[src/rtl/serial_adder_pkg.sv]
// serial_adder_pkg: state encoding and width helper shared by the serial adder.
package serial_adder_pkg;
  typedef enum logic [1:0] {
    IDLE = 2'd0,
    RUN  = 2'd1,
    DONE = 2'd2
  } state_e;

  function automatic int clog2(input int v);
    int r;
    r = 0;
    for (int i = 0; i < 31; i++) if ((1 << i) < v) r = i + 1;
    return (r < 1) ? 1 : r;
  endfunction
endpackage

[src/rtl/full_adder_structural.sv]
// full_adder_structural: one-bit gate-level full adder.
module full_adder_structural (
  input  logic a,
  input  logic b,
  input  logic carry_in,
  output logic sum,
  output logic carry_out
);
  logic p, g, t;
  xor (p, a, b);
  xor (sum, p, carry_in);
  and (g, a, b);
  and (t, p, carry_in);
  or  (carry_out, g, t);
endmodule

[src/rtl/serial_adder.sv]
// serial_adder: bit-serial WIDTH-bit adder, one bit pair per clock LSB first.
module serial_adder
  import serial_adder_pkg::*;
#(
  parameter int WIDTH = 8
) (
  input  logic             clk,
  input  logic             rst_n,
  input  logic             start,
  input  logic [WIDTH-1:0] a,
  input  logic [WIDTH-1:0] b,
  input  logic             cin,
  output logic             busy,
  output logic             done,
  output logic [WIDTH-1:0] sum,
  output logic             cout
);
  localparam int CW = clog2(WIDTH);

  state_e           state_q, state_d;
  logic [WIDTH-1:0] a_q, a_d, b_q, b_d, sum_q, sum_d;
  logic [WIDTH-2:0] sh_q, sh_d;
  logic [CW-1:0]    cnt_q, cnt_d;
  logic             carry_q, carry_d, cout_q, cout_d;
  logic             fa_s, fa_c, load, run, last;

  full_adder_structural u_fa (
    .a        (a_q[0]),
    .b        (b_q[0]),
    .carry_in (carry_q),
    .sum      (fa_s),
    .carry_out(fa_c)
  );

  // sh_q holds WIDTH-1 partial bits; the final bit joins it directly into sum_q
  always_comb begin
    load    = start && (state_q != RUN);
    run     = state_q == RUN;
    last    = cnt_q == CW'(WIDTH - 1);
    state_d = load ? RUN : (run && !last) ? RUN : (run && last) ? DONE : IDLE;
    a_d     = load ? a : run ? a_q >> 1 : a_q;
    b_d     = load ? b : run ? b_q >> 1 : b_q;
    carry_d = load ? cin : run ? fa_c : carry_q;
    cnt_d   = load ? '0 : run ? cnt_q + CW'(1) : cnt_q;
    sh_d    = run ? (WIDTH-1)'({fa_s, sh_q} >> 1) : sh_q;
    sum_d   = (run && last) ? {fa_s, sh_q} : sum_q;
    cout_d  = (run && last) ? fa_c : cout_q;
  end

  always_ff @(posedge clk or negedge rst_n) begin
    if (!rst_n) begin
      state_q <= IDLE;
      a_q     <= '0;
      b_q     <= '0;
      sh_q    <= '0;
      sum_q   <= '0;
      cnt_q   <= '0;
      carry_q <= 1'b0;
      cout_q  <= 1'b0;
    end else begin
      state_q <= state_d;
      a_q     <= a_d;
      b_q     <= b_d;
      sh_q    <= sh_d;
      sum_q   <= sum_d;
      cnt_q   <= cnt_d;
      carry_q <= carry_d;
      cout_q  <= cout_d;
    end
  end

  assign busy = state_q == RUN;
  assign done = state_q == DONE;
  assign sum  = sum_q;
  assign cout = cout_q;
endmodule

[config.mk]
export PLATFORM = sky130hd
export DESIGN_NAME = serial_adder
export DESIGN_NICKNAME = d
export VERILOG_FILES = /design/src/rtl/serial_adder_pkg.sv /design/src/rtl/full_adder_structural.sv /design/src/rtl/serial_adder.sv
export SDC_FILE = /design/constraint.sdc
export NUM_CORES = 1
export LEC_CHECK = 0
export ABC_AREA = 1
export CORE_UTILIZATION = 45
export CTS_CLUSTER_DIAMETER = 200
export DETAILED_ROUTE_END_ITERATION = 10
export GPL_TIMING_DRIVEN = 0
export HOLD_SLACK_MARGIN = 0.06
export PLACE_DENSITY = 0.7
export REMOVE_ABC_BUFFERS = 1
export SYNTH_ARGS = -nofsm -noshare
export SYNTH_HDL_FRONTEND = slang
export SYNTH_SLANG_ARGS = --single-unit
[constraint.sdc]
create_clock -name clk -period 1.55 [get_ports clk]
set_input_delay 0.31 -clock clk [delete_from_list [all_inputs] [get_ports clk]]
set_output_delay 0.31 -clock clk [all_outputs]
set_load 0.01 [all_outputs]
==> impl_results.md, run 1 <==
* Total number of vias at around 1,300
* RSZ-0062 raised after global routing: no
* Top cells by area, synth: dfrtp_1 57%, nand3_1 16%, nand2_1 13%
* Syn Area/Cell at a little over 9 sq um
* Initial DRC Count at 47
* Post-route ant nets at 0
* Post-synth top area cell: dfrtp_1
* Dpl cell area at just under 2000 sq um
* Via count of the first global-routing pass at about 1,300
* Share of layout cells above drive strength 1 at 0.103
* Detailed Routing Iterations Pass 1 at 4
* Die area at between 3000 and 4000 sq um
* Yosys top cell area share at 0.569
* Maximum vdd drop at between 0.0007 and 0.0008 V
* Io pins at 31
* Final worst slack at 0.0568 ns
* Gpl congestion at roughly 0.73
* WL/cell at around 13 um
* CTS Buf Count at 5
* Actual slew at the worst max-slew pin at roughly 0.8 ns
* Die H at approximately 63 um
* Crit path kind: flop to primary output
* Most common cell after layout, fill and taps aside: nand2_1
* Psw at 1.46 mW
* Combinational share of power at 0.394
* Final wirelength at 3270 um
* Commonest non-fill, non-tap cells in the layout: 57 x nand2_1, 52 x nand3_1, 37 x dfrtp_1
* Final min period at approximately 1.5 ns
* H-Tree Depth at 2
* Status: complete, no violations
* Standard-cell rows at 21
* Starting density of the core at 0.486
* CTS tree: done
* Clock skew at between 0.005 and 0.006 ns
* Setup tns final at 0 ns
* WP buf/inv at 1
* I/O Buffers at 30
* Crit Path Max Fanout at 2
* Synth Warn # at 0
* Final setup vio count at 0
* Worst slack, placed at -0.564 ns
* Crit path max-delay family: buffers and inverters
* Clk sinks at 38
* Clock tree buffer depth at 2
* Placed Instances at about 250
* Sw Ratio at 0.376
* Root Buffer: clkbuf_8
* Seq cells post-synth at 38
* Slowest-stage cell, CP: clkdlybuf4s50_1
* Cells after Synth at 182
* Slew HR at 0.451
* WP data required at approximately 1.2 ns
* Hold Path Class: input pin to async pin
* Arr. time, crit path at between 1 and 1.5 ns
* Die width at between 60 and 70 um
* Leak at between 0.9 and 1 nW
* Crit-path max cell delay at between 0.5 and 0.6 ns
* DRC Markers at 0
* Fin cells at roughly 260
* Tcrit/Tclk final at 0.963
* Clock transition at path regs at ~0.07 ns
* # Max-Cap Violations at 0
* Worst-skew pair later-pin latency at ~0.29 ns
* Final instance area at 2050 sq um
* Initial antenna violation count at 0
* Diode count at 0
* Power Total at between 3 and 4 mW
* Largest net degree at the start of global routing at 48
* GRT overflow at 0
* Netlist cell types at 17
* Clock power frac at 0.177
* PwrDens at 1890 nW/um^2
* Internal power at between 2 and 2.5 mW
* Core region area at between 3000 and 4000 sq um
* GR Util All Layers at 0.188
* Vias per cell at 5.10
* Final hold violation count at 0
* P&R area growth vs syn at 22.9%
* Endpoint class of the critical path: primary output
* Synthesized area at between 1500 and 2000 sq um
* Final net count at 235
* Sequential element share of the synthesized area at 0.569
* First-pass GRT wire length at roughly 5600 um
* Detail Placement HPWL at between 1500 and 2000 um
* Share of power burned in registers at 0.429
* Crit start category: flop
* Slew Viols, Final at 0
* Cell breakdown of the critical path: clkdlybuf4s50_1
* FMAX at ~670 MHz
-- state kept, by name, summed over array words and instances, names as in the netlist --
| signal | flops |
|---|---|
| a_q | 8 |
| b_q | 8 |
| sum | 8 |
| sh_q | 7 |
| cnt_q | 3 |
| state_q | 2 |
| carry_q | 1 |
| cout | 1 |
-- cell type report --
cell class,instances,area (sq um)
Sequential cell,38,952
Tap cell,46,57.6
Clock buffer,7,86.3
Multi-Input combinational cell,126,609
Clock inverter,1,5.00
Fill cell,306,1390
Timing Repair Buffer,33,307
Inverter,7,30.0
Timing Repair inverter,1,7.51
-- power by group through the flow --
stage / combinational [mW] / sequential (mW) / clock [mW]
floorplan: 0.867 / 1.68 / 0
global placement: 1.38 / 1.66 / 0
detailed placement: 1.43 / 1.68 / 0
CTS: 1.55 / 1.66 / 0.711
global route: 1.74 / 1.72 / 0.748
finish: 1.53 / 1.67 / 0.686
-- timing repair --
action / in CTS / in global routing
gates resized for setup: 11 / 2
cloned: 2 / 0
pin swaps: 1 / 0
setup buffers: 3 / 0
hold buffers: 0 / 0
setup endpoints to repair: 33 / 21
endpoints found under the hold margin: 0 / 0
-- synthesized netlist by cell type --
library cell / n
a21oi_1: 1
buf_2: 2
buf_4: 4
buf_6: 5
clkbuf_4: 1
dfrtp_1: 38
fa_1: 1
ha_1: 2
inv_1: 6
inv_2: 1
nand2_1: 57
nand2_2: 2
nand3_1: 52
nor2_1: 2
nor2_4: 1
o21ai_0: 3
o21ai_1: 4
-- logic make-up after synthesis --
logic type               synth area share
AO/OA/AOI/OAI                      0.0239
adder cells (fa/ha/maj)            0.0269
buffers and inverters              0.0778
flip-flops                          0.569
AND/OR/NAND/NOR                     0.302
-- final timing paths --
path | to | slack, ns | startpoint | cells after the start
hold reg to reg | sum[4] | 0.47 | sum[4] | 2
setup / recovery | sum[1] | 0.06 | sum[1] | 1
max in group asynchronous | state_q[1] | 0.87 | rst_n | 1
setup reg to reg | sum[2] | 0.26 | state_q[0] | 5
min in group clk | sum[4] | 0.47 | sum[4] | 2
hold / removal | cnt_q[2] | 0.11 | rst_n | 1
-- routing by layer --
layer  track usage  vias to the layer above  wire length [um]
met1         0.226                      624              1440
met5             0                        -                 0
met2         0.306                       40              1590
met4        0.0872                        0                64
met3        0.0584                        5               169
li1              -                      653                 -
-- stage by stage --
| step | utilization | hold slack [ns] |
|---|---|---|
| 2_1_floorplan | - | 0.0144 |
| 3_3_place_gp | 0.559 | 0.453 |
| 3_5_place_dp | 0.558 | 0.457 |
| 4_1_cts | 0.600 | 0.134 |
| 5_1_grt | 0.597 | 0.161 |
| 6_report | 0.597 | 0.114 |
Power figures use the tool's default switching activity.
==> run 2, diff against run 1 <==
==> constraint.sdc (replaced) <==
create_clock -name clk -period 1.55 [get_ports clk]
set_input_delay 0.31 -clock clk [delete_from_list [all_inputs] [get_ports clk]]
set_output_delay 0.31 -clock clk [all_outputs]
set_load 0.1 [all_outputs]
==> impl_results.md, run 2 (synthesized netlist as in run 1, its figures left out) <==
* Slew Viols, Final at 0 (unchanged)
* Commonest non-fill, non-tap cells in the layout: 57 x nand2_1, 52 x nand3_1, 37 x dfrtp_1
* Core region area at 3440 sq um (unchanged)
* CTS tree: done
* Crit-path max cell delay at 0.54 ns (about the same)
* Diode count at 0 (unchanged)
* Power Total at 4.76 mW (+23%)
* CTS Buf Count at 5 (unchanged)
* Clk sinks at 38 (unchanged)
* Endpoint class of the critical path: primary output
* Slowest-stage cell, CP: clkdlybuf4s18_2
* Detailed Routing Iterations Pass 1 at 4 (unchanged)
* Crit Path Max Fanout at 2 (unchanged)
* Die width at 63.0 um (unchanged)
* Setup slack, reg-to-reg at 0.21 ns (-0.05 ns)
* First-pass GRT wire length at 5600 um (-0.50%)
* Maximum vdd drop at 0.00114 V (+44%)
* Post-route ant nets at 0 (unchanged)
* GRT overflow at 0 (unchanged)
* Die H at 63.0 um (unchanged)
* Worst-skew pair later-pin latency at 0.29 ns (about the same)
* Cell breakdown of the critical path: clkdlybuf4s18_2
* Crit start category: flop
* DRC Markers at 0 (unchanged)
* H-Tree Depth at 2 (unchanged)
* Final min period at 1.50 ns (+0.00859 ns)
* Largest net degree at the start of global routing at 48 (unchanged)
* PwrDens at 2280 nW/um^2 (+21%)
* Crit path max-delay family: buffers and inverters
* GR Util All Layers at 0.187 (-0.00164)
* Standard-cell rows at 21 (unchanged)
* P&R area growth vs syn at 24.9%
* CTS Hold Bufs at 0 (unchanged)
* Actual slew at the worst max-slew pin at 0.821 ns (-0.00190 ns)
* WP data required at 1.24 ns (about the same)
* I/O Buffers at 30 (unchanged)
* Detail Placement HPWL at 1960 um (unchanged)
* Slew HR at 0.453 (+0.00127)
* FMAX at 666 MHz (-0.57%)
* Leak at 0.998 nW (+0.81%)
* Setup tns final at 0 ns (unchanged)
* Reg-to-reg endpoint: sum[2]
* Gpl congestion at 0.727 (unchanged)
* Critical R2R Launch: state_q[1]
* Hold Path Class: input pin to async pin
* Final hold violation count at 0 (unchanged)
* Most common cell after layout, fill and taps aside: nand2_1
* Initial DRC Count at 44 (-6.4%)
* Io pins at 31 (unchanged)
* Die area at 3960 sq um (unchanged)
* Total number of vias at 1,347 (+1.9%)
* # Max-Cap Violations at 0 (unchanged)
* Final setup vio count at 0 (unchanged)
* Clock tree buffer depth at 2 (unchanged)
* Status: complete, no violations
* Starting density of the core at 0.486 (unchanged)
* Tcrit/Tclk final at 0.969 (+0.00554)
* Clock skew at 0.00523 ns (-0.000537 ns)
* Vias per cell at 5.20 (+1.9%)
* Crit path kind: flop to primary output
* Share of layout cells above drive strength 1 at 0.155 (+0.0516)
* WL/cell at 12.7 um (+0.89%)
* Worst R2R Path Depth at 5 (unchanged)
* Final net count at 235 (unchanged)
* Arr. time, crit path at 1.19 ns (about the same)
* Via count of the first global-routing pass at 1,246 (-0.56%)
* WP buf/inv at 1 (unchanged)
* Initial antenna violation count at 0 (unchanged)
* Dpl cell area at 1920 sq um (unchanged)
* Final instance area at 2090 sq um (+1.6%)
* Clock transition at path regs at 0.07 ns (about the same)
* Final wirelength at 3300 um (+0.89%)
* RSZ-0062 raised after global routing: no
* Root Buffer: clkbuf_8
## run 2: final cells by class
class                      instances  area (sq um)
timing repair buffer              33           339
sequential                        38           952
tap                               46          57.6
timing repair inverter             1          7.51
fill                             306          1360
clock buffer                       7          86.3
multi-input combinational        126           609
clock inverter                     1          5.00
inverter                           7          30.0
## run 2: what timing repair did
action	CTS	global route
pin swaps	1	1
setup endpoints to repair	42	38
gates resized for setup	50	5
cloned	2	0
buffers inserted	0	3
## run 2: power breakdown
group | internal [mW] | leakage [nW] | switching (mW) | total (mW)
clock network | 0.358 | 0.0482 | 0.329 | 0.687
logic | 0.672 | 0.461 | 1.73 | 2.40
registers | 1.42 | 0.488 | 0.252 | 1.68
total | 2.45 | 0.998 | 2.31 | 4.76
## run 2: layer usage
| layer | wire [um] | track usage | up-vias |
|---|---|---|---|
| met5 | 0 | 0 | - |
| met4 | 64 | 0.0872 | 0 |
| met3 | 205 | 0.0584 | 5 |
| met2 | 1590 | 0.306 | 45 |
| met1 | 1440 | 0.221 | 642 |
| li1 | - | - | 655 |
## run 2: worst max-delay path by stage
stage / cells after the start / to / from
finish: 1 / sum[1] / sum[1]
floorplan: 2 / done / state_q[1]
global placement: 2 / busy / state_q[1]
CTS: 3 / busy / state_q[0]
global route: 1 / sum[2] / sum[2]
detailed placement: 3 / busy / state_q[0]
## run 2: worst register-to-register path, stage by stage (launching register included)
cell	delay, ns
dfrtp_2	0.45
inv_2	0.09
nand2_4	0.26
nor2_4	0.32
nand2_1	0.09
nand2_1	0.06
## run 2: through the flow
step / std cells / setup WS, ns / utilization / hold WS (ns)
floorplan: 170 / -0.448 / - / 0.0144
global placement: 246 / -0.887 / 0.559 / 0.453
detailed placement: 246 / -0.894 / 0.558 / 0.457
CTS: 256 / -0.119 / 0.598 / 0.134
global route: 259 / 0.00177 / 0.606 / 0.164
finish: 259 / 0.0482 / 0.606 / 0.111
